**src/rtl/serial_paralelo_verde_pkg.sv**
```systemverilog
// Shared PHY definitions for the serial link: comma symbol, lock depth and aligner states.
// Used by both the parallel-to-serial and serial-to-parallel stages.
package serial_paralelo_verde_pkg;

    localparam logic [7:0]  COM_DEFAULT     = 8'hBC;
    localparam int unsigned BC_LOCK_DEFAULT = 4;

    typedef enum logic [1:0] {
        StSearch = 2'd0,
        StAlign  = 2'd1,
        StActive = 2'd2
    } phy_state_e;

endpackage

```
**src/rtl/serial_shift_align.sv**
```systemverilog
// Serial input shifter with byte-phase counter and comma comparator.
// byte_o is the byte including the bit being sampled this cycle.
module serial_shift_align
    import serial_paralelo_verde_pkg::*;
#(
    parameter logic [7:0] COM = COM_DEFAULT
) (
    input  logic       clk_i,
    input  logic       rst_i,
    input  logic       data_i,
    input  logic       clr_cnt_i,
    input  logic       cnt_en_i,
    output logic [7:0] byte_o,
    output logic       com_match_o,
    output logic       boundary_o
);

    logic [7:0] shift_q, shift_d;
    logic [2:0] cnt_q, cnt_d;

    always_comb begin
        shift_d = {shift_q[6:0], data_i};
        cnt_d   = cnt_q;
        if (clr_cnt_i) begin
            cnt_d = 3'd0;
        end else if (cnt_en_i) begin
            cnt_d = cnt_q + 3'd1;
        end
    end

    always_ff @(posedge clk_i or posedge rst_i) begin
        if (rst_i) begin
            shift_q <= 8'h00;
            cnt_q   <= 3'd0;
        end else begin
            shift_q <= shift_d;
            cnt_q   <= cnt_d;
        end
    end

    assign byte_o      = shift_d;
    assign com_match_o = (shift_d == COM);
    assign boundary_o  = (cnt_q == 3'd7);

endmodule

```
**src/rtl/serial_paralelo_verde.sv**
```systemverilog
// Serial-to-parallel receiver: comma alignment FSM, lock detection and registered byte output.
// Once locked the link stays active until reset.
module serial_paralelo_verde
    import serial_paralelo_verde_pkg::*;
#(
    parameter logic [7:0]  COM     = COM_DEFAULT,
    parameter int unsigned BC_LOCK = BC_LOCK_DEFAULT
) (
    input  logic       clk32_f,
    input  logic       reset,
    input  logic       data_in,
    output logic [7:0] data_out,
    output logic       valid_out,
    output logic       active,
    output logic       byte_tick
);

    localparam logic [3:0] BcLock = 4'(BC_LOCK);

    phy_state_e state_q, state_d;
    logic [3:0] com_cnt_q, com_cnt_d;
    logic [7:0] data_q, data_d;
    logic       valid_q, valid_d;
    logic       tick_q, tick_d;

    logic [7:0] cur_byte;
    logic       com_match;
    logic       boundary;
    logic       clr_cnt;
    logic       cnt_en;

    assign cnt_en = (state_q != StSearch);

    serial_shift_align #(
        .COM(COM)
    ) u_shift_align (
        .clk_i       (clk32_f),
        .rst_i       (reset),
        .data_i      (data_in),
        .clr_cnt_i   (clr_cnt),
        .cnt_en_i    (cnt_en),
        .byte_o      (cur_byte),
        .com_match_o (com_match),
        .boundary_o  (boundary)
    );

    always_comb begin
        state_d   = state_q;
        com_cnt_d = com_cnt_q;
        data_d    = data_q;
        valid_d   = valid_q;
        tick_d    = 1'b0;
        clr_cnt   = 1'b0;
        unique case (state_q)
            StSearch: begin
                if (com_match) begin
                    clr_cnt   = 1'b1;
                    com_cnt_d = 4'd1;
                    if (BcLock == 4'd1) begin
                        state_d = StActive;
                        data_d  = cur_byte;
                        valid_d = 1'b0;
                    end else begin
                        state_d = StAlign;
                    end
                end
            end
            StAlign: begin
                if (boundary) begin
                    if (com_match) begin
                        com_cnt_d = com_cnt_q + 4'd1;
                        tick_d    = 1'b1;
                        if (com_cnt_q + 4'd1 == BcLock) begin
                            state_d = StActive;
                            data_d  = cur_byte;
                            valid_d = 1'b0;
                        end
                    end else begin
                        // A rejected byte drops straight back to search without a tick.
                        com_cnt_d = 4'd0;
                        state_d   = StSearch;
                    end
                end
            end
            StActive: begin
                if (boundary) begin
                    tick_d  = 1'b1;
                    data_d  = cur_byte;
                    valid_d = !com_match;
                end
            end
            default: begin
                state_d = StSearch;
            end
        endcase
    end

    always_ff @(posedge clk32_f or posedge reset) begin
        if (reset) begin
            state_q   <= StSearch;
            com_cnt_q <= 4'd0;
            data_q    <= 8'h00;
            valid_q   <= 1'b0;
            tick_q    <= 1'b0;
        end else begin
            state_q   <= state_d;
            com_cnt_q <= com_cnt_d;
            data_q    <= data_d;
            valid_q   <= valid_d;
            tick_q    <= tick_d;
        end
    end

    assign data_out  = data_q;
    assign valid_out = valid_q;
    assign byte_tick = tick_q;
    assign active    = (state_q == StActive);

endmodule

```
**config.mk**
```make
export PLATFORM = sky130hd
export DESIGN_NAME = serial_paralelo_verde
export DESIGN_NICKNAME = d
export VERILOG_FILES = /design/src/rtl/serial_paralelo_verde_pkg.sv /design/src/rtl/serial_shift_align.sv /design/src/rtl/serial_paralelo_verde.sv
export SDC_FILE = /design/constraint.sdc
export NUM_CORES = 1
export LEC_CHECK = 0
export CAP_MARGIN = 20
export CORE_UTILIZATION = 43
export DETAILED_ROUTE_END_ITERATION = 6
export PLACE_DENSITY = 0.62
export SLEW_MARGIN = 10
export SYNTH_ARGS = -nofsm -noshare
export SYNTH_HDL_FRONTEND = slang
export SYNTH_SLANG_ARGS = --single-unit
```
**constraint.sdc**
```tcl
create_clock -name clk32_f -period 2.7 [get_ports clk32_f]
set_input_delay 0.675 -clock clk32_f [delete_from_list [all_inputs] [get_ports clk32_f]]
set_output_delay 0.675 -clock clk32_f [all_outputs]
set_load 0.02 [all_outputs]
```
==> results of run 1 <==
==> through the flow <==
| step | util, % | setup WS (ps) | power [W] |
|---|---|---|---|
| after floorplan | - | 792 | 0.000676 |
| after global placement | 53.4 | 337 | 0.000728 |
| after detailed placement | 53.4 | 275 | 0.000735 |
| after CTS | 54.3 | 343 | 0.000890 |
| after global routing | 54.3 | 267 | 0.000948 |
| final | 54.3 | 359 | 0.000880 |
==> registers in the layout, indices dropped and copies added (netlist names) <==
| name | flops |
|---|---|
| u_shift_align.cnt_q | 3 |
| byte_tick | 1 |
| data_out | 8 |
| com_cnt_q | 4 |
| u_shift_align.shift_q | 7 |
| state_q | 2 |
| valid_out | 1 |
==> area by class of cell <==
class | instances | area (µm²) | area share (%)
Tap cell | 30 | 37.5 | 2.69
Timing Repair Buffer | 15 | 145 | 10.4
Multi-Input combinational cell | 68 | 515 | 37.0
Inverter | 6 | 22.5 | 1.62
Sequential cell | 26 | 651 | 46.7
Clock buffer | 3 | 22.5 | 1.62
==> critical path: stages (launching register included) <==
cell and delay [ps]:
dfrtp_1 440, inv_1 100, ha_1 210, clkdlybuf4s50_1 620
==> Yosys cell counts, types with 2 or more instances <==
cell type	instances	area share, %
nand4_1	3	1.6
mux2_2	8	7.5
nand4b_1	2	1.5
a31oi_1	2	1.0
ha_1	6	6.2
dfrtp_1	26	54
nor2_1	5	1.6
inv_1	6	1.9
o2bb2ai_1	5	3.6
o21ai_0	8	3.3
nand2_1	8	2.5
a21oi_1	2	0.83
clkbuf_1	3	0.93
nand3_1	4	1.7
==> report_power, final <==
group          internal (W)  total [W]  switching (W)
clock network     0.0000520   0.000153       0.000101
logic              0.000102   0.000232       0.000130
registers          0.000444   0.000495      0.0000516
total              0.000597   0.000880       0.000282
==> path summary, 6_finish.rpt <==
check	startpoint	end	slack, ps	cells past startpoint
max	state_q[0]	active	360	3
min	u_shift_align.shift_q[4]	u_shift_align.shift_q[5]	430	0
max reg2reg	state_q[1]	data_out[7]	720	5
min reg2reg	u_shift_align.shift_q[4]	u_shift_align.shift_q[5]	430	0
max in group asynchronous	reset	u_shift_align.cnt_q[0]	1760	3
min in group asynchronous	reset	data_out[1]	700	3
==> logic make-up after synthesis <==
| group | Yosys count | share of synthesized area, % |
|---|---|---|
| buf+inv | 10 | 3.22 |
| compound gates | 23 | 13.2 |
| fa+ha+maj | 6 | 6.23 |
| mux | 8 | 7.48 |
| flops | 26 | 54.0 |
| simple gates | 31 | 15.9 |
==> per-layer routing <==
layer / vias to the layer above / part of all wire (%) / wire length (µm)
li1: 407 / - / -
met1: 415 / 48 / 1030
met2: 15 / 47 / 1010
met3: 2 / 4.0 / 85
met4: 0 / 0.93 / 20
met5: - / 0 / 0
==> impl_metrics.yaml, run 1 <==
timing:
  hold_violations: 0
  tightestPinTransition_ps: 446
  rsz0062_at_grt: "false"
  period_share_pct: 86.7
  fin_crit_ps: 2340
  setup_violations: 0
  timing.fmax_ghz: 0.427
  finalSetupTns_ps: 0
  whs_ps: 430
  slew_headroom_pct: 70.2
  skew_ps: 6.98
  drv_slew: 0
yosys:
  ys_seq_elements: 26
  ys.warnings.count: 0
  syn_avg_cell_area_um2: 11.6
  synth_edf_count: 0
  yosysSeqAreaShare_pct: 54.0
  synthesis.nets: 113
  synthesis.instances: 104
  synth_cell_types: 30
  synth-main-ff-cell: "dfrtp_1"
  async_flop_share_pct: 100
  syn_area_um2: 1200
detailed_routing:
  dr.pass1.iters: 4
  drc: 0
  ant_nets: 0
  num_vias: 839
  routed_wire_length_per_instance_um: 14.5
  routed_wl_um: 2150
  post_drt_via_cell_ratio: 5.67
  drt_iter0_drc: 9
placed_design:
  postPlaceCellArea_um2: 1370
  placed_cells: 145
  hpwl_um: 1520
  gp_congestion: 0.838
  io_buffers: 13
final_layout:
  syn_to_final_growth_pct: 15.7
  fin_nets: 129
  instances_no_fill: 148
  nFillCells: 233
  final_cell_area_um2: 1390
  diodes: 0
  drive_gt1_share_pct: 13.6
  layout_common_cells: "dfrtp_1 (26), clkdlybuf4s50_1 (13), nand2_1 (8), mux2_2 (8), o21ai_0 (8)"
  final_common_cell: "dfrtp_1"
clocking:
  post_cts_buffers: 0
  postCtsHoldBufs: 0
  clk_pin_slew_ps: 130
  cts-resized-gates: 0
  tritoncts: "done"
  cts.sinks: 26
  numCtsBuffers: 3
  root_buffer: "clkbuf_4"
  ctsLongestPathBuffers: 2
  htree_levels: 1
  clock_latency_ps: 310
pwr:
  ir_worst_vdd_v: 0.000417
  leakage_nw: 0.607
  power_density_nw_per_um2: 631
hold_path:
  hp-class: "flop to flop"
setup_path:
  cp.required_ps: 2030
  worstPathArrival_ps: 1670
  path_max_fanout: 4
  endpoint_kind: "output port"
  start_kind: "flop"
  critPathKind: "flop to output port"
global_route:
  antenna_found_initial: 0
  grt_overflow: 0
  grt_max_degree: 27
  grt_pass1_vias: 809
  grt_use_met3_pct: 4.64
  grtUsageMet1_pct: 23.8
  grt_pass1_wl_um: 3800
  track_usage_pct: 18.3
  busiest_layer: "met2"
  use_met2_pct: 28.9
floorplanning:
  ios: 14
  initial_utilization_pct: 46.9
  die_y_um: 54.9
  core-area_um2: 2570
  rows: 18
  dieArea_um2: 3020
  die_x_um: 54.9
run:
  cap_violations: 0
outcome:
  outcome: "finished, final reports clean"
Note: power is estimated with default switching activity, not from simulation.
==> inputs of run 2 (changes only) <==
--- a/config.mk
+++ b/config.mk
@@ -8,7 +8,7 @@
 export CAP_MARGIN = 20
 export CORE_UTILIZATION = 43
 export DETAILED_ROUTE_END_ITERATION = 6
-export PLACE_DENSITY = 0.62
+export PLACE_DENSITY = 0.64
 export SLEW_MARGIN = 10
 export SYNTH_ARGS = -nofsm -noshare
 export SYNTH_HDL_FRONTEND = slang
==> impl_metrics.yaml, run 2 (same netlist as run 1, synthesis figures left out) <==
timing:
  skew_ps: 3.04
  hold_violations: 0
  tightestPinTransition_ps: 440
  finalSetupTns_ps: 0
  worst_slack_ps: 320
  rsz0062_at_grt: "false"
  fin_crit_ps: 2380
  timing.fmax_ghz: 0.420
  setup_violations: 0
  period_share_pct: 88.2
  slew_headroom_pct: 70.7
  drv_slew: 0
clocking:
  clock_latency_ps: 330
  cts.sinks: 26
  clk_pin_slew_ps: 140
  root_buffer: "clkbuf_4"
  postCtsHoldBufs: 0
  tritoncts: "done"
  ctsLongestPathBuffers: 2
  htree_levels: 1
  post_cts_buffers: 0
  numCtsBuffers: 3
  cts-resized-gates: 0
global_route:
  grt_pass1_vias: 747
  use_met2_pct: 24.9
  grt_max_degree: 27
  grtUsageMet1_pct: 25.4
  grt_use_met3_pct: 2.46
  grt_overflow: 0
  busiest_layer: "met1"
  track_usage_pct: 17.3
  antenna_found_initial: 0
  grt_pass1_wl_um: 3560
hold_path:
  hp-class: "flop to flop"
setup_path:
  crit_path_top_delay_cell: "clkdlybuf4s50_1"
  crit_chain: "inv_1 > ha_1 > clkdlybuf4s50_1"
  start_kind: "flop"
  worstPathArrival_ps: 1710
  endpoint_kind: "output port"
  cp.required_ps: 2030
  path_max_fanout: 4
  critPathKind: "flop to output port"
  cpPeakStageDelay_ps: 630
  cp.buffers_inverters: 2
  cp_top_family: "buffers and inverters"
pwr:
  ir_worst_vdd_v: 0.000517
  power_density_nw_per_um2: 705
  leakage_nw: 0.621
final_layout:
  largest_reg_flops: 8
  diodes: 0
  instances_no_fill: 149
  fin_nets: 129
  drive_gt1_share_pct: 14.3
  layout_common_cells: "dfrtp_1 (26), clkdlybuf4s50_1 (13), nand2_1 (8), mux2_2 (8), o21ai_0 (8)"
  syn_to_final_growth_pct: 18.2
  final_common_cell: "dfrtp_1"
outcome:
  outcome: "finished, final reports clean"
detailed_routing:
  num_vias: 843
  dr.pass1.iters: 4
  drc: 0
  ant_nets: 0
  post_drt_via_cell_ratio: 5.66
  routed_wire_length_per_instance_um: 15.2
  routed_wl_um: 2260
  drt_iter0_drc: 12
placed_design:
  placed_cells: 145
  io_buffers: 13
  dp_worst_setup_slack_ps: 280
  hpwl_um: 1660
  gp_congestion: 0.815
floorplanning:
  dieArea_um2: 3020
  die_y_um: 54.9
  core-area_um2: 2570
  ios: 14
  die_x_um: 54.9
  initial_utilization_pct: 46.9
  rows: 18
run:
  cap_violations: 0
[run 2: cell count changes in the layout (fill, tap and decap cells not counted)]
cell	change
bufinv_16	+1
[run 2: stage by stage]
step / hold WS (ps) / util, % / total power, W / cell area [µm²]
3_5_place_dp: 388 / 53.4 / 0.000744 / 1370
6_report: 415 / 55.5 / 0.00100 / 1420
5_1_grt: 447 / 55.5 / 0.00107 / 1420
2_1_floorplan: 370 / - / 0.000676 / 1200
3_3_place_gp: 383 / 53.4 / 0.000730 / 1370
4_1_cts: 420 / 55.5 / 0.00102 / 1420
[run 2: final timing paths]
| check | cells after the start | end | from | slack [ps] |
|---|---|---|---|---|
| worst min-delay path | 0 | u_shift_align.shift_q[1] | u_shift_align.shift_q[0] | 420 |
| max in group asynchronous | 3 | u_shift_align.shift_q[0] | reset | 1790 |
| min in group asynchronous | 3 | u_shift_align.cnt_q[2] | reset | 670 |
| worst min register to register | 0 | u_shift_align.shift_q[1] | u_shift_align.shift_q[0] | 420 |
| worst max register to register | 5 | data_out[0] | state_q[1] | 700 |
| worst max-delay path | 3 | active | state_q[0] | 320 |
[run 2: per-layer routing]
metal / vias to the layer above / share of wire (%)
li1: 408 / -
met1: 416 / 49
met2: 14 / 46
met3: 5 / 2.6
met4: 0 / 2.1
met5: - / 0
[run 2: cell type report]
class                      instances  area [µm²]
fill                             248        1140
tap                               30        37.5
inverter                           6        22.5
sequential                        26         651
multi-input combinational         68         515
timing repair buffer              15         145
clock buffer                       3        22.5
clock inverter                     1        30.0
[run 2: report_power, final]
group | leakage, nW | total [W] | switching [W] | internal (W)
clock network | 0.0279 | 0.000268 | 0.000118 | 0.000150
logic | 0.267 | 0.000238 | 0.000135 | 0.000102
registers | 0.325 | 0.000498 | 0.0000546 | 0.000444
total | 0.621 | 0.00100 | 0.000308 | 0.000696
==> inputs of run 3 (changes only) <==
--- a/config.mk
+++ b/config.mk
@@ -9,6 +9,7 @@
 export CORE_UTILIZATION = 43
 export DETAILED_ROUTE_END_ITERATION = 6
 export PLACE_DENSITY = 0.64
+export SKIP_CTS_REPAIR_TIMING = 1
 export SLEW_MARGIN = 10
 export SYNTH_ARGS = -nofsm -noshare
 export SYNTH_HDL_FRONTEND = slang
==> results of run 3 <==
No change in the layout: final DEF, timing and power equal those of run 2.
